`config.mk`:
```
export PLATFORM = sky130hd
export DESIGN_NAME = c2c_link_arbiter
export DESIGN_NICKNAME = d
export VERILOG_FILES = /design/src/rtl/c2c_link_arbiter.sv
export SDC_FILE = /design/constraint.sdc
export NUM_CORES = 1
export LEC_CHECK = 0
export ABC_AREA = 1
export CORE_UTILIZATION = 27
export CTS_BUF_LIST = sky130_fd_sc_hd__clkbuf_8
export DETAILED_ROUTE_END_ITERATION = 10
export PLACE_DENSITY_LB_ADDON = 0.25
export SYNTH_ARGS = -nofsm -noshare
export SYNTH_HDL_FRONTEND = slang
export SYNTH_SLANG_ARGS = --single-unit
export TNS_END_PERCENT = 1
```
`constraint.sdc`:
```
create_clock -name clk -period 1.98 [get_ports clk]
set_clock_uncertainty 0.05 [all_clocks]
set_input_delay 0.396 -clock clk [delete_from_list [all_inputs] [get_ports clk]]
set_output_delay 0.396 -clock clk [all_outputs]
set_load 0.03 [all_outputs]
```
`src/rtl/c2c_link_arbiter.sv`:
```
// c2c_link_arbiter: master-side sequencer for the chip-to-chip link.
// Four local requesters share one request/ack/valid link through round-robin
// arbitration. Each granted transfer runs the full four-phase handshake
// toward the slave and ends with a one-cycle grant (completion) or
// timeout_err (abort) pulse to the winning requester.
//
// Handshake contract: a requester holds req high (with stable req_data) until
// it sees its grant or timeout_err pulse. On the link, link_request rises with
// link_data valid and stays up until the synchronized ack is seen; link_valid
// then stays up until the synchronized ack falls again. link_data is constant
// from arbitration until the transfer ends.
`timescale 1ns/1ps

module c2c_link_arbiter #(
  parameter logic [27:0] TIMEOUT = 28'd150_000_000
) (
  input  logic        clk,
  input  logic        rst_n,
  input  logic [3:0]  req,
  input  logic [11:0] req_data,
  output logic [3:0]  grant,
  output logic [3:0]  timeout_err,
  output logic        busy,
  output logic        link_request,
  input  logic        link_ack,
  output logic [2:0]  link_data,
  output logic        link_valid,
  output logic [2:0]  dbg_state,
  output logic [1:0]  dbg_rr_ptr
);

  typedef enum logic [2:0] {
    S_IDLE  = 3'd0,
    S_REQ   = 3'd1,
    S_SEND  = 3'd2,
    S_DONE  = 3'd3,
    S_ABORT = 3'd4
  } state_t;

  state_t      r_state;
  logic [1:0]  r_rr_ptr;
  logic [1:0]  r_owner;
  logic [27:0] r_timer;
  logic        r_ack_meta;
  logic        r_ack_s;
  logic [3:0]  r_grant;
  logic [3:0]  r_timeout_err;
  logic        r_busy;
  logic        r_link_request;
  logic [2:0]  r_link_data;
  logic        r_link_valid;

  logic        w_found;
  logic [1:0]  w_winner;
  logic [1:0]  w_idx;
  logic [2:0]  w_data;
  logic [3:0]  w_owner_1h;
  logic        w_timer_exp;
  logic [27:0] w_timer_next;

  // Bring the asynchronous slave ack into the clk domain.
  always_ff @(posedge clk or negedge rst_n) begin
    if (!rst_n) begin
      r_ack_meta <= 1'b0;
      r_ack_s    <= 1'b0;
    end else begin
      r_ack_meta <= link_ack;
      r_ack_s    <= r_ack_meta;
    end
  end

  // Round-robin search: the first requester at or after r_rr_ptr wins.
  // Walking from the far end lets the nearest hit overwrite the others.
  always_comb begin
    w_found  = 1'b0;
    w_winner = r_rr_ptr;
    w_idx    = r_rr_ptr;
    for (int k = 3; k >= 0; k--) begin
      w_idx = r_rr_ptr + 2'(k);
      if (req[w_idx]) begin
        w_found  = 1'b1;
        w_winner = w_idx;
      end
    end
  end

  // Data field of the winning requester.
  always_comb begin
    w_data = req_data[2:0];
    case (w_winner)
      2'd0: w_data = req_data[2:0];
      2'd1: w_data = req_data[5:3];
      2'd2: w_data = req_data[8:6];
      2'd3: w_data = req_data[11:9];
      default: w_data = req_data[2:0];
    endcase
  end

  assign w_owner_1h   = 4'b0001 << r_owner;
  assign w_timer_exp  = (r_timer == (TIMEOUT - 28'd1));
  assign w_timer_next = (r_timer == 28'hFFF_FFFF) ? r_timer : r_timer + 28'd1;

  // Transfer sequencer; every link and requester output is registered here.
  always_ff @(posedge clk or negedge rst_n) begin
    if (!rst_n) begin
      r_state        <= S_IDLE;
      r_rr_ptr       <= 2'd0;
      r_owner        <= 2'd0;
      r_timer        <= 28'd0;
      r_grant        <= 4'd0;
      r_timeout_err  <= 4'd0;
      r_busy         <= 1'b0;
      r_link_request <= 1'b0;
      r_link_data    <= 3'd0;
      r_link_valid   <= 1'b0;
    end else begin
      r_grant       <= 4'd0;
      r_timeout_err <= 4'd0;
      case (r_state)
        S_IDLE: begin
          if (w_found) begin
            r_owner        <= w_winner;
            r_link_data    <= w_data;
            r_timer        <= 28'd0;
            r_link_request <= 1'b1;
            r_busy         <= 1'b1;
            r_state        <= S_REQ;
          end
        end
        S_REQ: begin
          if (r_ack_s) begin
            r_link_request <= 1'b0;
            r_link_valid   <= 1'b1;
            r_timer        <= 28'd0;
            r_state        <= S_SEND;
          end else if (w_timer_exp) begin
            r_link_request <= 1'b0;
            r_link_data    <= 3'd0;
            r_timeout_err  <= w_owner_1h;
            r_state        <= S_ABORT;
          end else begin
            r_timer <= w_timer_next;
          end
        end
        S_SEND: begin
          if (!r_ack_s) begin
            r_link_valid <= 1'b0;
            r_link_data  <= 3'd0;
            r_grant      <= w_owner_1h;
            r_state      <= S_DONE;
          end else if (w_timer_exp) begin
            r_link_valid  <= 1'b0;
            r_link_data   <= 3'd0;
            r_timeout_err <= w_owner_1h;
            r_state       <= S_ABORT;
          end else begin
            r_timer <= w_timer_next;
          end
        end
        S_DONE, S_ABORT: begin
          r_rr_ptr <= r_owner + 2'd1;
          r_busy   <= 1'b0;
          r_state  <= S_IDLE;
        end
        default: begin
          r_link_request <= 1'b0;
          r_link_valid   <= 1'b0;
          r_link_data    <= 3'd0;
          r_busy         <= 1'b0;
          r_state        <= S_IDLE;
        end
      endcase
    end
  end

  assign grant        = r_grant;
  assign timeout_err  = r_timeout_err;
  assign busy         = r_busy;
  assign link_request = r_link_request;
  assign link_data    = r_link_data;
  assign link_valid   = r_link_valid;
  assign dbg_state    = r_state;
  assign dbg_rr_ptr   = r_rr_ptr;

endmodule

```
After elaboration in Yosys (flattened, before gate mapping). Cells that the tools add are included.

Add/subtract/negate cells: 5. Magnitude comparators: 4. Equality and inequality tests: 15. Shifts and indexed selects: 1. Mux-type cells: 47. Bitwise gates (word level): 4. Reductions and logical operators: 13.

Operators with widths (number): 28-bit two-way mux (5); 28-bit case mux with 3 select lines (1); 28-bit == test (second input constant) (2); 28-bit by 1-bit adder with 28-bit output (second input constant) (1); 3-bit two-way mux (8); 3-bit case mux with 4 select lines (2); 4-bit two-way mux (5); 1-bit two-way mux (13); 2-bit by 3-bit less-than comparator with 1-bit output (second input constant) (4); 3-bit AND reduction (4); 3-bit case mux with 3 select lines (1); 1-bit binary-select mux with 2-bit select (4); 2-bit two-way mux (4); 2-bit != test (second input constant) (4); 4-bit case mux with 2 select lines (1); 3-bit by 2-bit == test with 1-bit output (second input constant) (2); 3-bit != test (second input constant) (2); 1-bit case mux with 3 select lines (2); 3-bit OR reduction (2); 2-bit by 1-bit adder with 2-bit output (second input constant) (2); 2-bit adder (second input constant) (2); 2-bit == test (second input constant) (2); 1-bit inverter (4); 2-bit AND reduction (2); other kinds (9) (10).

Flip-flop bits (word level): 51. Input port bits: 19. Output and inout port bits: 19. Logic and storage cells: 101.

Logic depth before layout (Yosys ltp).
Word-level depth: 11. Gate-level depth with buffers: 18. Gate-level depth less buffers: 18.

Worst setup path before layout. No wires, ideal clock.

Path kind: register to register. Start: reg r_rr_ptr[0], in the netlist dbg_rr_ptr[0]. End: reg r_timer[11]. Library setup time: 0.119 ns. Arrival time: 1.845 ns. Data required time: 1.811 ns. Setup slack: -0.034 ns. Stages on the path, launching flop included: 17. Path buffers: 1. Clock period less this slack: 2.014 ns. Path through: dfrtp_1 inv_2 nand2_1 nand2_1 nand2_1 nand2_1 inv_2 nand2_4 nor3_2 nand2_2 nand2_2 inv_2 nand2_8 nor2_4 buf_6 a21oi_1 nor2_1.

Longest elaborated chain between the ends: 9. Elaborated cells on any way between the ends: 17. Classes of those cells: add/sub: 3; eq/ne: 1; mux: 12; reduce/logical: 1.

Ends and longest elaborated chain: start: declaration (RTL line 41) `logic [1:0] r_rr_ptr;`; start signal: assignment (RTL line 161) `r_rr_ptr <= r_owner + 2'd1;`; 2-bit adder (RTL line 79) `w_idx = r_rr_ptr + 2'(k);`; 1-bit binary-select mux with 2-bit select (RTL line 80) `if (req[w_idx]) begin`; 1-bit two-way mux (implied by the code) (RTL line 80); 1-bit two-way mux (3 in series) (RTL line 80); 1-bit two-way mux * (RTL line 80); 2-bit != test (no source line) *; 3-bit AND reduction (no source line) *; end signal: assignment (RTL line 142) `r_timer <= w_timer_next;`; end signal: assignment (RTL line 157) `r_timer <= w_timer_next;`; end: declaration (RTL line 43) `logic [27:0] r_timer;`.

Mark *: on every way between the ends. The rest lies on a longest branch, timed or not. The select of a mux whose other input is x is not followed. A chain may end at the register's enable or synchronous reset.

Worst setup path after layout.
Start: reg r_rr_ptr[0], in the netlist dbg_rr_ptr[0]. End: reg r_timer[1].

The elaborated chain is that of the path after synthesis.

==> reports/qor.json <==
{
  "leading_cell_types_by_count_after_synthesis": {"value": "170 x nand2_1, 62 x inv_1, 51 x dfrtp_1, 51 x nor2_1, 45 x nand3_1"},
  "status": {"value": "finished, violations left"},
  "ys_ff_latch": {"value": 51},
  "drc": {"value": 0},
  "timing_max_transition_violations_final": {"value": 0},
  "critical_path_launch_point_type": {"value": "register"},
  "antenna_cells_inserted": {"value": 0},
  "worstMarginPinSlew": {"value": 0.516, "unit": "ns"},
  "pre_cts_ws": {"value": -0.403, "unit": "ns"},
  "cts_hold_buffers": {"value": 0},
  "grt_overflow_total": {"value": 0},
  "grt_setup_unrepaired": {"value": "yes"},
  "synth.yosys.warnings": {"value": 0},
  "cts.root.buffer_cell": {"value": "clkbuf_8"},
  "power.density": {"value": 1200, "unit": "nW/µm²"},
  "critPathRequiredTime": {"value": 2.14, "unit": "ns"},
  "tritoncts.num_buffers": {"value": 5},
  "tritoncts_clock_tree": {"value": "done"},
  "post_synth_inst_count": {"value": 523},
  "io_buffers": {"value": 37},
  "final_net_count": {"value": 670},
  "drt-vias-per-instance": {"value": 4.68},
  "r2r_start": {"value": "dbg_rr_ptr[0]"},
  "cts_buffer_depth": {"value": 2},
  "totalWireLength": {"value": 10300, "unit": "µm"},
  "post_drt_wl_per_cell": {"value": 12.6, "unit": "µm"},
  "async_reset_ff_share": {"value": 100, "unit": "%"},
  "cells_taking_the_most_area_after_synthesis": {"value": "dfrtp_1 36%, nand2_1 18%, inv_1 6.6%, nand3_1 6.4%, nor2_1 5.4%"},
  "peakVddDrop": {"value": 699, "unit": "µV"},
  "route.antenna.remaining_nets": {"value": 0},
  "vias": {"value": 3834},
  "dpl.cell_count": {"value": 802},
  "placed_cell_area": {"value": 4700, "unit": "µm²"},
  "core.rowCount": {"value": 41},
  "grt_antenna_before_repair": {"value": 0},
  "worst_hold_slack": {"value": -0.0133, "unit": "ns"},
  "failed_checks": {"value": "hold timing, setup timing"},
  "post_layout_nonfiller_instances": {"value": 819},
  "rr_endpoint": {"value": "r_timer[1]"},
  "leakage": {"value": 2.52, "unit": "nW"},
  "die_ar": {"value": 13600, "unit": "µm²"},
  "ff2ff_path_depth": {"value": 17},
  "worst-path-max-fanout": {"value": 12},
  "fp.dieH": {"value": 116, "unit": "µm"},
  "synth.distinct_cells": {"value": 39},
  "timing.final.crit_share": {"value": 102, "unit": "%"},
  "synth_flop_cell": {"value": "dfrtp_1"},
  "largest_net_degree_at_the_start_of_global_routing": {"value": 33},
  "setup_violations": {"value": 3},
  "number_of_sinks_driven_by_the_clock_tree": {"value": 51},
  "finalCoreUtilization": {"value": 40.3, "unit": "%"},
  "layout-drive-gt1-share": {"value": 26.3, "unit": "%"},
  "netlist_area_before_placement": {"value": 3540, "unit": "µm²"},
  "register_area_share_after_synthesis": {"value": 36.1, "unit": "%"},
  "detail_route.iter0.violations": {"value": 227},
  "total_routing_usage_gr": {"value": 16.0, "unit": "%"},
  "timing.hold.worst.class": {"value": "input port to asynchronous set/reset pin"},
  "syn_nets": {"value": 547},
  "ioPinCount": {"value": 38},
  "arrival": {"value": 2.18, "unit": "ns"},
  "worstSetupPathType": {"value": "register to register"},
  "layout_overhead_on_the_synthesized_area": {"value": 44.3, "unit": "%"},
  "count_of_flip_flops_with_a_built_in_enable_after_synthesis": {"value": 0},
  "fin_area": {"value": 5100, "unit": "µm²"},
  "start_util": {"value": 27.9, "unit": "%"},
  "layout_setup_ws": {"value": -0.0365, "unit": "ns"},
  "chipWidth": {"value": 116, "unit": "µm"},
  "report.power.total": {"value": 6.11, "unit": "mW"},
  "yosysTopAreaCell": {"value": "dfrtp_1"},
  "worstSetupEndpointType": {"value": "register"},
  "vias_in_the_first_global_route": {"value": 3594},
  "yosysTopAreaCellShare": {"value": 36.1, "unit": "%"},
  "post-dp-hpwl": {"value": 8120, "unit": "µm"},
  "clk_transition_reported_paths": {"value": 0.10, "unit": "ns"},
  "max_clock_freq": {"value": 496, "unit": "MHz"},
  "worstSkewPairLatency": {"value": 0.31, "unit": "ns"},
  "period_minus_slack": {"value": 2.02, "unit": "ns"},
  "max_cap_viol_count": {"value": 0},
  "core_region_area": {"value": 12700, "unit": "µm²"},
  "place.gp.congestion": {"value": 0.913},
  "ctsHtreeMaxLevel": {"value": 2},
  "slew_headroom": {"value": 65.6, "unit": "%"},
  "hold_viol": {"value": 5},
  "number_of_optimization_iterations_in_the_first_detailed_route_pass": {"value": 5},
  "grt_pass1_wl": {"value": 17100, "unit": "µm"},
  "setup_total_negative_slack": {"value": -0.0573, "unit": "ns"},
  "post-synth-top-count-cell": {"value": "nand2_1"},
  "syn_area_per_cell": {"value": 6.76, "unit": "µm²"},
  "reg2reg_setup_slack": {"value": -0.04, "unit": "ns"}
}
[critical path: stages (launching register included)]
cell	delay (ns)
dfrtp_2	0.48
buf_6	0.14
nand2_1	0.07
nand2_2	0.07
nand2_1	0.08
nand2_2	0.06
inv_2	0.06
nand2_4	0.06
nor3_4	0.12
nand2_2	0.08
nand2_2	0.08
inv_4	0.05
nand2_8	0.07
nor2_4	0.05
buf_12	0.14
buf_6	0.11
o21ai_2	0.11
nor2_2	0.04
[registers in the layout, summed over array words and instances, names as in the netlist]
register / cells
link_request: 1
r_owner: 2
grant: 4
link_data: 3
busy: 1
timeout_err: 4
dbg_rr_ptr: 2
r_timer: 28
r_ack_s: 1
r_ack_meta: 1
link_valid: 1
dbg_state: 3
[cell families after synthesis]
group / count (synthesis) / share of synthesized area [%]
DFF: 51 / 36.1
and+or+nand+nor: 332 / 42.9
AOI/OAI and AO/OA: 44 / 6.94
buffers and inverters: 79 / 9.34
xor gates and xnor gates: 12 / 2.97
adders and majority gates: 5 / 1.77
[layout by cell type, fill, tap and decap left out, drive strengths merged, types with 19 or more instances in the layout]
cell	instances
nand2	176
buf	90
inv	70
nor2	55
dfrtp	51
nand3	45
clkdlybuf4s50	35
o21ai	26
nor3	25
nand4	19
[final cells by class]
class | instances | area (µm²)
clock buffer | 7 | 96.3
clock inverter | 1 | 3.75
fill | 1325 | 7570
inverter | 69 | 274
multi-input combinational | 393 | 2130
sequential | 51 | 1280
tap | 172 | 215
timing repair buffer | 126 | 1100
[where the power goes]
| group | internal [mW] | switching [mW] |
|---|---|---|
| clock | 0.315 | 0.360 |
| sequential | 1.20 | 0.167 |
| combinational | 1.75 | 2.31 |
| total | 3.27 | 2.84 |
[worst max-delay path by stage]
stage	from	endpoint	slack, ns	cells past startpoint
after floorplan	dbg_rr_ptr[0]	r_timer[11]	0.06	16
after global placement	req[0]	link_data[1]	-0.35	16
after CTS	r_timer[1]	r_timer[1]	-0.05	14
after detailed placement	req[0]	link_data[1]	-0.40	16
after global routing	dbg_rr_ptr[0]	r_timer[1]	-0.17	17
final	dbg_rr_ptr[0]	r_timer[1]	-0.04	17
[metal layers]
metal  track usage [%]  up-vias  routed length [µm]
met2              27.3       85                5060
met1              21.0     1805                4700
li1                  -     1934                   -
met4              5.04        0                 163
met3              2.18       10                 365
met5                 0        -                   0
[what timing repair did]
| action | 4_1_cts | 5_1_grt |
|---|---|---|
| setup buffers | 7 | 2 |
| endpoints found under the setup margin | 21 | 40 |
| pin swaps | 1 | 9 |
| gates resized for setup | 13 | 55 |
Note: power is estimated with default switching activity, not from simulation.
